==> src/rtl/instr_encoder.sv <==
// instr_encoder: packs symbolic MIPS instructions into 32-bit words and streams them to IM.
// ENC_BRANCH_REL_EN: beq takes an absolute word target and encodes the PC-relative offset.
`timescale 1ns/1ps
module instr_encoder #(
    parameter int AW    = 10,
    parameter int DEPTH = 1024
) (
    input  logic          clk,
    input  logic          rstn,
    input  logic          start,
    input  logic          stop,
    input  logic          in_valid,
    output logic          in_ready,
    input  logic [3:0]    mnem,
    input  logic [4:0]    rs,
    input  logic [4:0]    rt,
    input  logic [4:0]    rd,
    input  logic [4:0]    shamt,
    input  logic [15:0]   imm,
    input  logic [25:0]   target,
    output logic          im_we,
    input  logic          im_ready,
    output logic [AW-1:0] im_addr,
    output logic [31:0]   im_wdata,
    output logic          busy,
    output logic          full,
    output logic          done,
    output logic          err
);
    typedef enum logic [1:0] {S_IDLE, S_LOAD, S_FULL, S_DRAIN} state_t;
    // one extra bit so idx can reach DEPTH even when DEPTH == 2^AW
    localparam logic [AW:0] LAST = (AW+1)'(DEPTH - 1);
    state_t st, nxt;
    logic [AW:0] idx;
    logic accept, legal;
    logic [5:0] funct, op;
    logic [15:0] imm_e;
    logic [31:0] word;
    assign accept = in_valid & in_ready;
    assign legal  = mnem != 4'd15;
    always_ff @(posedge clk or negedge rstn)
        if (!rstn) st <= S_IDLE;
        else st <= nxt;
    always_comb begin
        nxt = st;
        case (st)
            S_IDLE:  nxt = start ? S_LOAD : S_IDLE;
            S_LOAD:  nxt = stop ? S_DRAIN : (accept & legal & idx == LAST) ? S_FULL : S_LOAD;
            S_FULL:  nxt = stop ? S_DRAIN : S_FULL;
            default: nxt = im_we ? S_DRAIN : S_IDLE;
        endcase
    end
    always_comb begin
        in_ready = (st == S_LOAD) & (~im_we | im_ready);
        busy     = st != S_IDLE;
        done     = (st == S_DRAIN) & ~im_we;
    end
    always_comb begin
        funct = 6'h00;
        op    = 6'h00;
        case (mnem)
            4'd0:    funct = 6'h20;
            4'd1:    funct = 6'h22;
            4'd2:    funct = 6'h24;
            4'd3:    funct = 6'h25;
            4'd4:    funct = 6'h2A;
            4'd5:    funct = 6'h2B;
            4'd6:    funct = 6'h21;
            4'd7:    funct = 6'h23;
            4'd9:    op = 6'h08;
            4'd10:   op = 6'h0D;
            4'd11:   op = 6'h23;
            4'd12:   op = 6'h2B;
            4'd13:   op = 6'h04;
            4'd14:   op = 6'h02;
            default: funct = 6'h00;
        endcase
    end
`ifdef ENC_BRANCH_REL_EN
    assign imm_e = (mnem == 4'd13) ? 16'(target[AW-1:0]) - 16'(idx + 1'b1) : imm;
`else
    assign imm_e = imm;
`endif
    assign word = (mnem <= 4'd8) ? {6'd0, (mnem == 4'd8) ? 5'd0 : rs, rt, rd, shamt, funct} :
                  (mnem == 4'd14) ? {op, target} : {op, rs, rt, imm_e};
    always_ff @(posedge clk or negedge rstn)
        if (!rstn) begin
            idx      <= '0;
            full     <= 1'b0;
            err      <= 1'b0;
            im_we    <= 1'b0;
            im_addr  <= '0;
            im_wdata <= '0;
        end else begin
            if (st == S_IDLE && start) begin
                idx  <= '0;
                full <= 1'b0;
                err  <= 1'b0;
            end
            if (accept & ~legal) err <= 1'b1;
            if (accept & legal) begin
                idx      <= idx + 1'b1;
                full     <= idx == LAST;
                im_we    <= 1'b1;
                im_addr  <= idx[AW-1:0];
                im_wdata <= word;
            end else if (im_ready) im_we <= 1'b0;
        end
endmodule

==> config.mk <==
export PLATFORM = sky130hd
export DESIGN_NAME = instr_encoder
export DESIGN_NICKNAME = d
export VERILOG_FILES = /design/src/rtl/instr_encoder.sv
export SDC_FILE = /design/constraint.sdc
export NUM_CORES = 1
export LEC_CHECK = 0
export CAP_MARGIN = 40
export CELL_PAD_IN_SITES_DETAIL_PLACEMENT = 0
export CELL_PAD_IN_SITES_GLOBAL_PLACEMENT = 1
export CORE_MARGIN = 4
export CORE_UTILIZATION = 32
export DETAILED_ROUTE_END_ITERATION = 8
export PLACE_DENSITY_LB_ADDON = 0.1
export RECOVER_POWER = 25
export SLEW_MARGIN = 25
export SYNTH_ARGS = -nofsm -noshare
export SYNTH_HDL_FRONTEND = slang
export SYNTH_SLANG_ARGS = --single-unit
export TNS_END_PERCENT = 5
==> constraint.sdc <==
create_clock -name clk -period 1.91 [get_ports clk]
set_input_delay 0.382 -clock clk [delete_from_list [all_inputs] [get_ports clk]]
set_output_delay 0.382 -clock clk [all_outputs]
set_load 0.01 [all_outputs]
* Word-level counts from Yosys, hierarchy flattened
Index checks and enable logic that the tools add are counted.
** Storage, ports and cells
- Flip-flop bits (word level) :: 58
- Latch bits :: 0
- RAM bits :: 0
- ROM bits :: 0
- Input port bits :: 72
- Output and inout bits :: 48
- Word-level logic and storage cells :: 62
- Memories :: 0
** Operators by class
- Add/subtract/negate cells :: 1
- Multipliers :: 0
- Div/mod/pow operators :: 0
- Order comparisons :: 1
- Equal/unequal tests :: 19
- Shift operators :: 0
- Multiplexer cells :: 18
- Bitwise gates (word level) :: 9
- Reduce and logical (&&, ||, !) cells :: 7
** Operator list (number)
- $pmux W6 S8 :: 1
- $pmux W6 S6 :: 1
- $mux W32 :: 1
- $eq A4 B4 Y1 const B :: 7
- $mux W26 :: 1
- $mux W11 :: 2
- $eq A4 B3 Y1 const B :: 4
- $add A11 B1 Y11 const B :: 1
- $eq A11 B10 Y1 const B :: 1
- $eq A4 B2 Y1 const B :: 2
- $reduce_bool A2 Y1 :: 4
- $mux W1 :: 7
- $and A1 B1 Y1 :: 6
- $mux W2 :: 3
- $pmux W2 S3 :: 1
- $mux W5 :: 1
- $eq A2 B2 Y1 const B :: 2
- $eq A4 B1 Y1 const B :: 1
- $le A4 B4 Y1 const B :: 1
- $logic_not A4 Y1 :: 1
- $ne A4 B4 Y1 const B :: 1
- $eq A2 B1 Y1 const B :: 1
- $logic_not A2 Y1 :: 1
- $not A1 Y1 :: 2
- other kinds (2) :: 2

* Logic depth before layout (Yosys ltp)
- Depth in word-level cells :: 9
- Depth in mapped cells :: 7
- Mapped depth without buffers :: 5

* Least setup slack after synthesis
Ideal clock, no wire load.
- Kind :: input -> register
- Start :: input mnem[1]
- End :: register im_wdata[21]
- Library setup time :: 126 ps
- Arrival time :: 1454 ps
- Required time :: 1784 ps
- Path slack :: 330 ps
- Stages :: 7
- Buffers on the path :: 4
- Cells stage by stage :: buf_4 and4b_1 buf_2 buf_6 buf_6 a221oi_1 nor2_1
** Between the ends
- Longest elaborated chain between the ends :: 3
- Elaborated cells between the ends (all ways) :: 8
- Classes of those cells :: order compare: 1; eq/ne: 3; mux: 3; bitwise: 1
** RTL lines
- start, declared :: RTL line 14 : input logic [3:0] mnem,
- parallel branches: the longest is 3 deep, another holds $le A4 B4 Y1
- end signal, assigned :: RTL line 106 : im_wdata <= word;
- end, declared :: RTL line 24 : output logic [31:0] im_wdata,
Parallel ways; which one is timed is not known.
A chain may end at the register's enable or synchronous reset.

* Worst setup path in the final report
- Start :: input im_ready
- End :: output in_ready
** Between the ends
- Longest elaborated chain between the ends :: 2
** RTL lines
- start, declared :: RTL line 22 : input logic im_ready,
- $or A1 B1 Y1 :: RTL line 54 : in_ready = (st == S_LOAD) & (~im_we | im_ready);
- $and A1 B1 Y1 :: RTL line 54
- end, declared :: RTL line 13 : output logic in_ready,
Every way passes these cells.

==> results.md <==
Setup path:
- The standard cell with the maximum stage delay on the critical path is sky130_fd_sc_hd__clkdlybuf4s50_1.
- The highest net fanout along the worst path is 4.
- For the worst flop-to-flop path, the logic depth is 6.
- The endpoint of the worst register-to-register path is st[0].
- The reg-to-reg startpoint is idx[0].
- The worst setup path is of the in -> out kind.
- Traced cell by cell, the critical path runs through clkdlybuf4s50_1, nand2b_2, and2_1, dlygate4sd2_1.
- In this run the register-to-register setup slack is about 0.21 ns.
- The buffers plus inverters on the worst setup path is 2.
- For this run, the slowest stage of the critical path takes 0.40 ns.
- The nature of the critical path startpoint is an input port.
- Among cell families on the critical path, the largest total delay comes from buffers and inverters.
- STA classifies the critical path endpoint as a primary output.
- Data on the critical path arrives at its endpoint at 1.44 ns.
- The data required time of the critical path is 1.53 ns.

Power:
- In this run, the clock network consumes 17.5% of the power.
- Net switching is between 30% and 40% of the power.
- Combinational logic burns 47.2% of the power.
- The switching component of the power is 0.00184 W.
- The internal power is 0.00347 W.
- The total power per unit cell area is 1120 mW/mm^2.
- The part of the power in registers is 35.4%.
- For this design the static power due to leakage is 2.07 nW.
- The peak ir drop on the vdd network is 0.413 mV.

Clock network:
- The number of sinks driven by the clock tree is 57.
- The insertion delay to the later sink of the worst-skew pair is 0.33 ns.
- The clock transition at the registers of the reported paths is 0.07 ns.
- The maximum number of buffers from clock root to sink is 2.
- CTS placed an instance of sky130_fd_sc_hd__clkbuf_8 at the clock tree root.
- CTS built an H-tree with a depth of 3.
- Buffers inserted during clock tree synthesis total 9.
- TritonCTS built the clock tree.

Logic synthesis:
- For this run, the number of Yosys warnings is 0.
- The synthesized area per cell is between 9 and 10 sq um.
- Yosys mapped the design onto 48 distinct sky130hd cell types.
- The synthesized design contains 0 enable-type register cells.
- The share of the Yosys chip area taken by registers is 46.4%.
- The number of nets in the synthesized netlist is 399.
- The proportion of synthesized flip-flops having asynchronous set or reset is 100%.
- After synthesis the netlist holds a flip-flop and latch count of 57.
- The dominant synthesized flop cell is sky130_fd_sc_hd__dfrtp_1.
- The synthesized netlist occupies a cell area of 0.00307 sq mm.
- The cell count after synthesis came out at 326.

Die:
- The initialized floorplan defines 35 standard-cell rows.
- The horizontal die dimension is 106 um.
- The die covers 0.0112 sq mm.
- Once the floorplan was initialized, standard cells occupied 33.1% of the core.
- The die is 106 um tall.
- The number of top-level pins is 120.
- The core region is slightly above 0.009 sq mm.

Placed design:
- The total instance count after detailed placement is 581.
- During placement, the flow inserted port buffers numbering 118.
- The worst slack at placement is -0.219 ns.
- The final weighted congestion in routability-driven placement is 0.757.
- The total half-perimeter wirelength after legalization and detailed placement is roughly 6.5 mm.

STA:
- The highest clock frequency the design can meet is approximately 550 MHz.
- The headroom to the max-slew limit is 41.5%.
- The number of endpoints with negative hold slack in the final report is 0.
- Setup repair after global routing left no endpoint under its margin.
- The worst path uses 95.4% of the clock period.
- The worst hold slack after final layout is 0.471 ns.
- For the pin with the worst max-slew slack, the measured transition is 0.877 ns.
- The number of setup violations in the final report is 0.
- The final count of pins violating max slew is 0.
- The final setup skew is ~0.01 ns.
- The minimum setup slack in the final design is 0.0887 ns.
- Adding up every negative setup slack in the final design gives 0 ns.
- For the finished layout, the period the worst path requires is 1.82 ns.

Min path:
- The origin of the worst min-delay path is im_addr[5].
- The class of the worst hold path is reg -> reg.
- The worst hold path endpoint is im_addr[5].
- The worst hold path passes through 2 cells.

Finish:
- The number of nets in the finished design is 539.
- The area growth from synthesis to final layout is 54.0%.
- After filler insertion, the fill cell instance count of the layout stands at roughly 940.
- After the flow finishes, the layout carries non-filler instances totaling ~600.
- The post-route netlist has 13.0% of its cells at a drive strength greater than 1.
- The number of antenna diodes in the final layout is 0.

Global route:
- The first-pass GRT wire length is roughly 14 mm.
- Summed over all layers, the global routing overflow is 0.
- The global-route usage over all layers is 15.4%.
- The maximum number of pins on one net before global-route repair is just under 60.
- The via count of the first global-routing pass is 2,759.
- The number of antenna violations at the first check in global routing was 0.

Detailed routing:
- The total wire length is 8.52 mm.
- Dividing the detail-routed wire length by the instance count gives roughly 14 um.
- Using the TritonRoute via totals, the vias-per-cell ratio works out to approximately 4.7.
- For this run, design rule violations remaining after detail routing come to 0.
- In this run, the number of DRC markers left after iteration 0 of detailed routing was 79.
- Across all layers, the routed design uses between 2,000 and 3,000 vias.
- The number of nets with antenna violations after routing is 0.
- The length of the first detailed-routing pass in iterations is 4.

Status:
- The run finished with clean final reports.

Flow run:
- Max-cap violations in this run came to 0.
[layout make-up]
| type | instances | area [sq um] | area share, % |
|---|---|---|---|
| Clock buffer | 9 | 124 | 2.62 |
| Clock inverter | 6 | 36.3 | 0.767 |
| Inverter | 9 | 33.8 | 0.714 |
| Multi-Input combinational cell | 234 | 1450 | 30.6 |
| Sequential cell | 57 | 1430 | 30.2 |
| Tap cell | 129 | 161 | 3.41 |
| Timing Repair Buffer | 155 | 1500 | 31.7 |
[cell usage in the layout, fill, tap and decap left out, types with 2 or more instances in the layout]
| master | netlist | routed |
|---|---|---|
| sky130_fd_sc_hd__a211oi_1 | 12 | 12 |
| sky130_fd_sc_hd__a21o_1 | 15 | 15 |
| sky130_fd_sc_hd__a21oi_1 | 10 | 10 |
| sky130_fd_sc_hd__a221oi_1 | 5 | 5 |
| sky130_fd_sc_hd__a22o_1 | 6 | 6 |
| sky130_fd_sc_hd__a31oi_1 | 4 | 4 |
| sky130_fd_sc_hd__a41oi_1 | 3 | 3 |
| sky130_fd_sc_hd__and2_1 | 2 | 2 |
| sky130_fd_sc_hd__and3_1 | 2 | 2 |
| sky130_fd_sc_hd__and4_1 | 3 | 3 |
| sky130_fd_sc_hd__buf_12 | 0 | 4 |
| sky130_fd_sc_hd__buf_4 | 7 | 31 |
| sky130_fd_sc_hd__clkbuf_8 | 0 | 9 |
| sky130_fd_sc_hd__clkdlybuf4s50_1 | 0 | 114 |
| sky130_fd_sc_hd__clkinv_2 | 0 | 4 |
| sky130_fd_sc_hd__dfrtp_1 | 57 | 56 |
| sky130_fd_sc_hd__dlygate4sd2_1 | 0 | 3 |
| sky130_fd_sc_hd__inv_1 | 9 | 9 |
| sky130_fd_sc_hd__mux2i_1 | 19 | 19 |
| sky130_fd_sc_hd__nand2_1 | 51 | 51 |
| sky130_fd_sc_hd__nand2b_1 | 6 | 5 |
| sky130_fd_sc_hd__nand3_1 | 11 | 11 |
| sky130_fd_sc_hd__nand3b_1 | 2 | 2 |
| sky130_fd_sc_hd__nand4_1 | 4 | 4 |
| sky130_fd_sc_hd__nor2_1 | 30 | 30 |
| sky130_fd_sc_hd__nor3_1 | 3 | 3 |
| sky130_fd_sc_hd__nor3b_1 | 2 | 2 |
| sky130_fd_sc_hd__o211ai_1 | 3 | 3 |
| sky130_fd_sc_hd__o21ai_0 | 15 | 15 |
| sky130_fd_sc_hd__o21ai_1 | 2 | 2 |
| sky130_fd_sc_hd__o22ai_1 | 2 | 2 |
| sky130_fd_sc_hd__or3_1 | 3 | 3 |
| sky130_fd_sc_hd__xnor2_1 | 2 | 2 |
[layer usage]
metal  GRT usage [%]  part of all wire, %  vias to the layer above  routed length, um
met5               0                    0                        -                  0
met4            3.33                 0.40                        0                 34
met3            5.16                  5.6                        3                479
met2            25.7                   51                       79               4370
met1            19.5                   43                     1316               3630
li1                -                    -                     1435                  -
[how the worst max path moves through the flow]
stage / startpoint / end / slack (ns) / depth (start not counted)
6_report: im_ready / in_ready / 0.09 / 4
5_1_grt: mnem[2] / im_wdata[5] / 0.02 / 6
4_1_cts: im_ready / in_ready / 0.08 / 4
3_5_place_dp: mnem[2] / idx[10] / -0.22 / 5
3_3_place_gp: mnem[2] / idx[10] / -0.18 / 5
2_1_floorplan: mnem[1] / im_wdata[21] / 0.33 / 7
[tightest hold or removal path, stage by stage, from the launching register on]
cell	delay, ns
sky130_fd_sc_hd__dfrtp_1	0.34
sky130_fd_sc_hd__nand2_1	0.05
sky130_fd_sc_hd__nand2_1	0.05
[registers in the layout, summed over array words and instances, names as in the netlist]
signal,count
idx,11
im_we,1
full,1
im_wdata,31
err,1
im_addr,10
st,2
[power by group through the flow]
stage	clock network, W	logic, W	registers (W)
after CTS	0.000980	0.00255	0.00188
final	0.000928	0.00250	0.00188
after floorplan	0	0.000986	0.00206
after global placement	0	0.00249	0.00190
after global routing	0.00103	0.00274	0.00194
after detailed placement	0	0.00252	0.00191
[cells in the mapped netlist (all sizes together), types with 3 or more instances]
| cell | number | area, sq um |
|---|---|---|
| a211oi | 12 | 90.1 |
| and4 | 3 | 26.3 |
| nor2 | 30 | 113 |
| inv | 9 | 33.8 |
| mux2i | 19 | 190 |
| o211ai | 3 | 22.5 |
| nand3 | 12 | 72.6 |
| nand4 | 6 | 58.8 |
| or3 | 3 | 18.8 |
| a21oi | 10 | 50.1 |
| nand2b | 6 | 37.5 |
| a31oi | 4 | 25.0 |
| dfrtp | 57 | 1430 |
| o21ai | 17 | 85.1 |
| a21o | 15 | 113 |
| a221oi | 5 | 43.8 |
| nor3 | 3 | 15.0 |
| a41oi | 4 | 42.6 |
| a22o | 6 | 52.6 |
| clkbuf | 6 | 22.5 |
| nand2 | 51 | 191 |
| buf | 20 | 143 |
[cells by family (layout without fill, tap and decap cells)]
| group | after synthesis | in the layout | share of synthesized area (%) |
|---|---|---|---|
| simple gates | 128 | 128 | 20.8 |
| compound gates | 81 | 81 | 18.4 |
| flops | 57 | 57 | 46.4 |
| buf+inv | 35 | 179 | 6.48 |
| mux | 20 | 20 | 6.56 |
| xor+xnor | 3 | 3 | 0.856 |
| fa+ha+maj | 1 | 1 | 0.407 |
| other cells | 1 | 1 | 0.122 |
[repair_timing]
action / CTS / global route
buffers inserted: 2 / 0
resized for setup: 5 / 0
setup endpoints to repair: 2 / 0
hold endpoints to repair: 11 / 0
hold buffers: 1 / 0
[metrics by stage]
step           total power [W]  util [%]  instance area, sq um
6_report               0.00531      51.0                  4730
3_5_place_dp           0.00443      49.0                  4550
4_1_cts                0.00541      51.0                  4730
2_1_floorplan          0.00305         -                  3070
3_3_place_gp           0.00440      49.0                  4550
5_1_grt                0.00570      51.0                  4730
No activity file was read; power rests on OpenSTA's default activity.
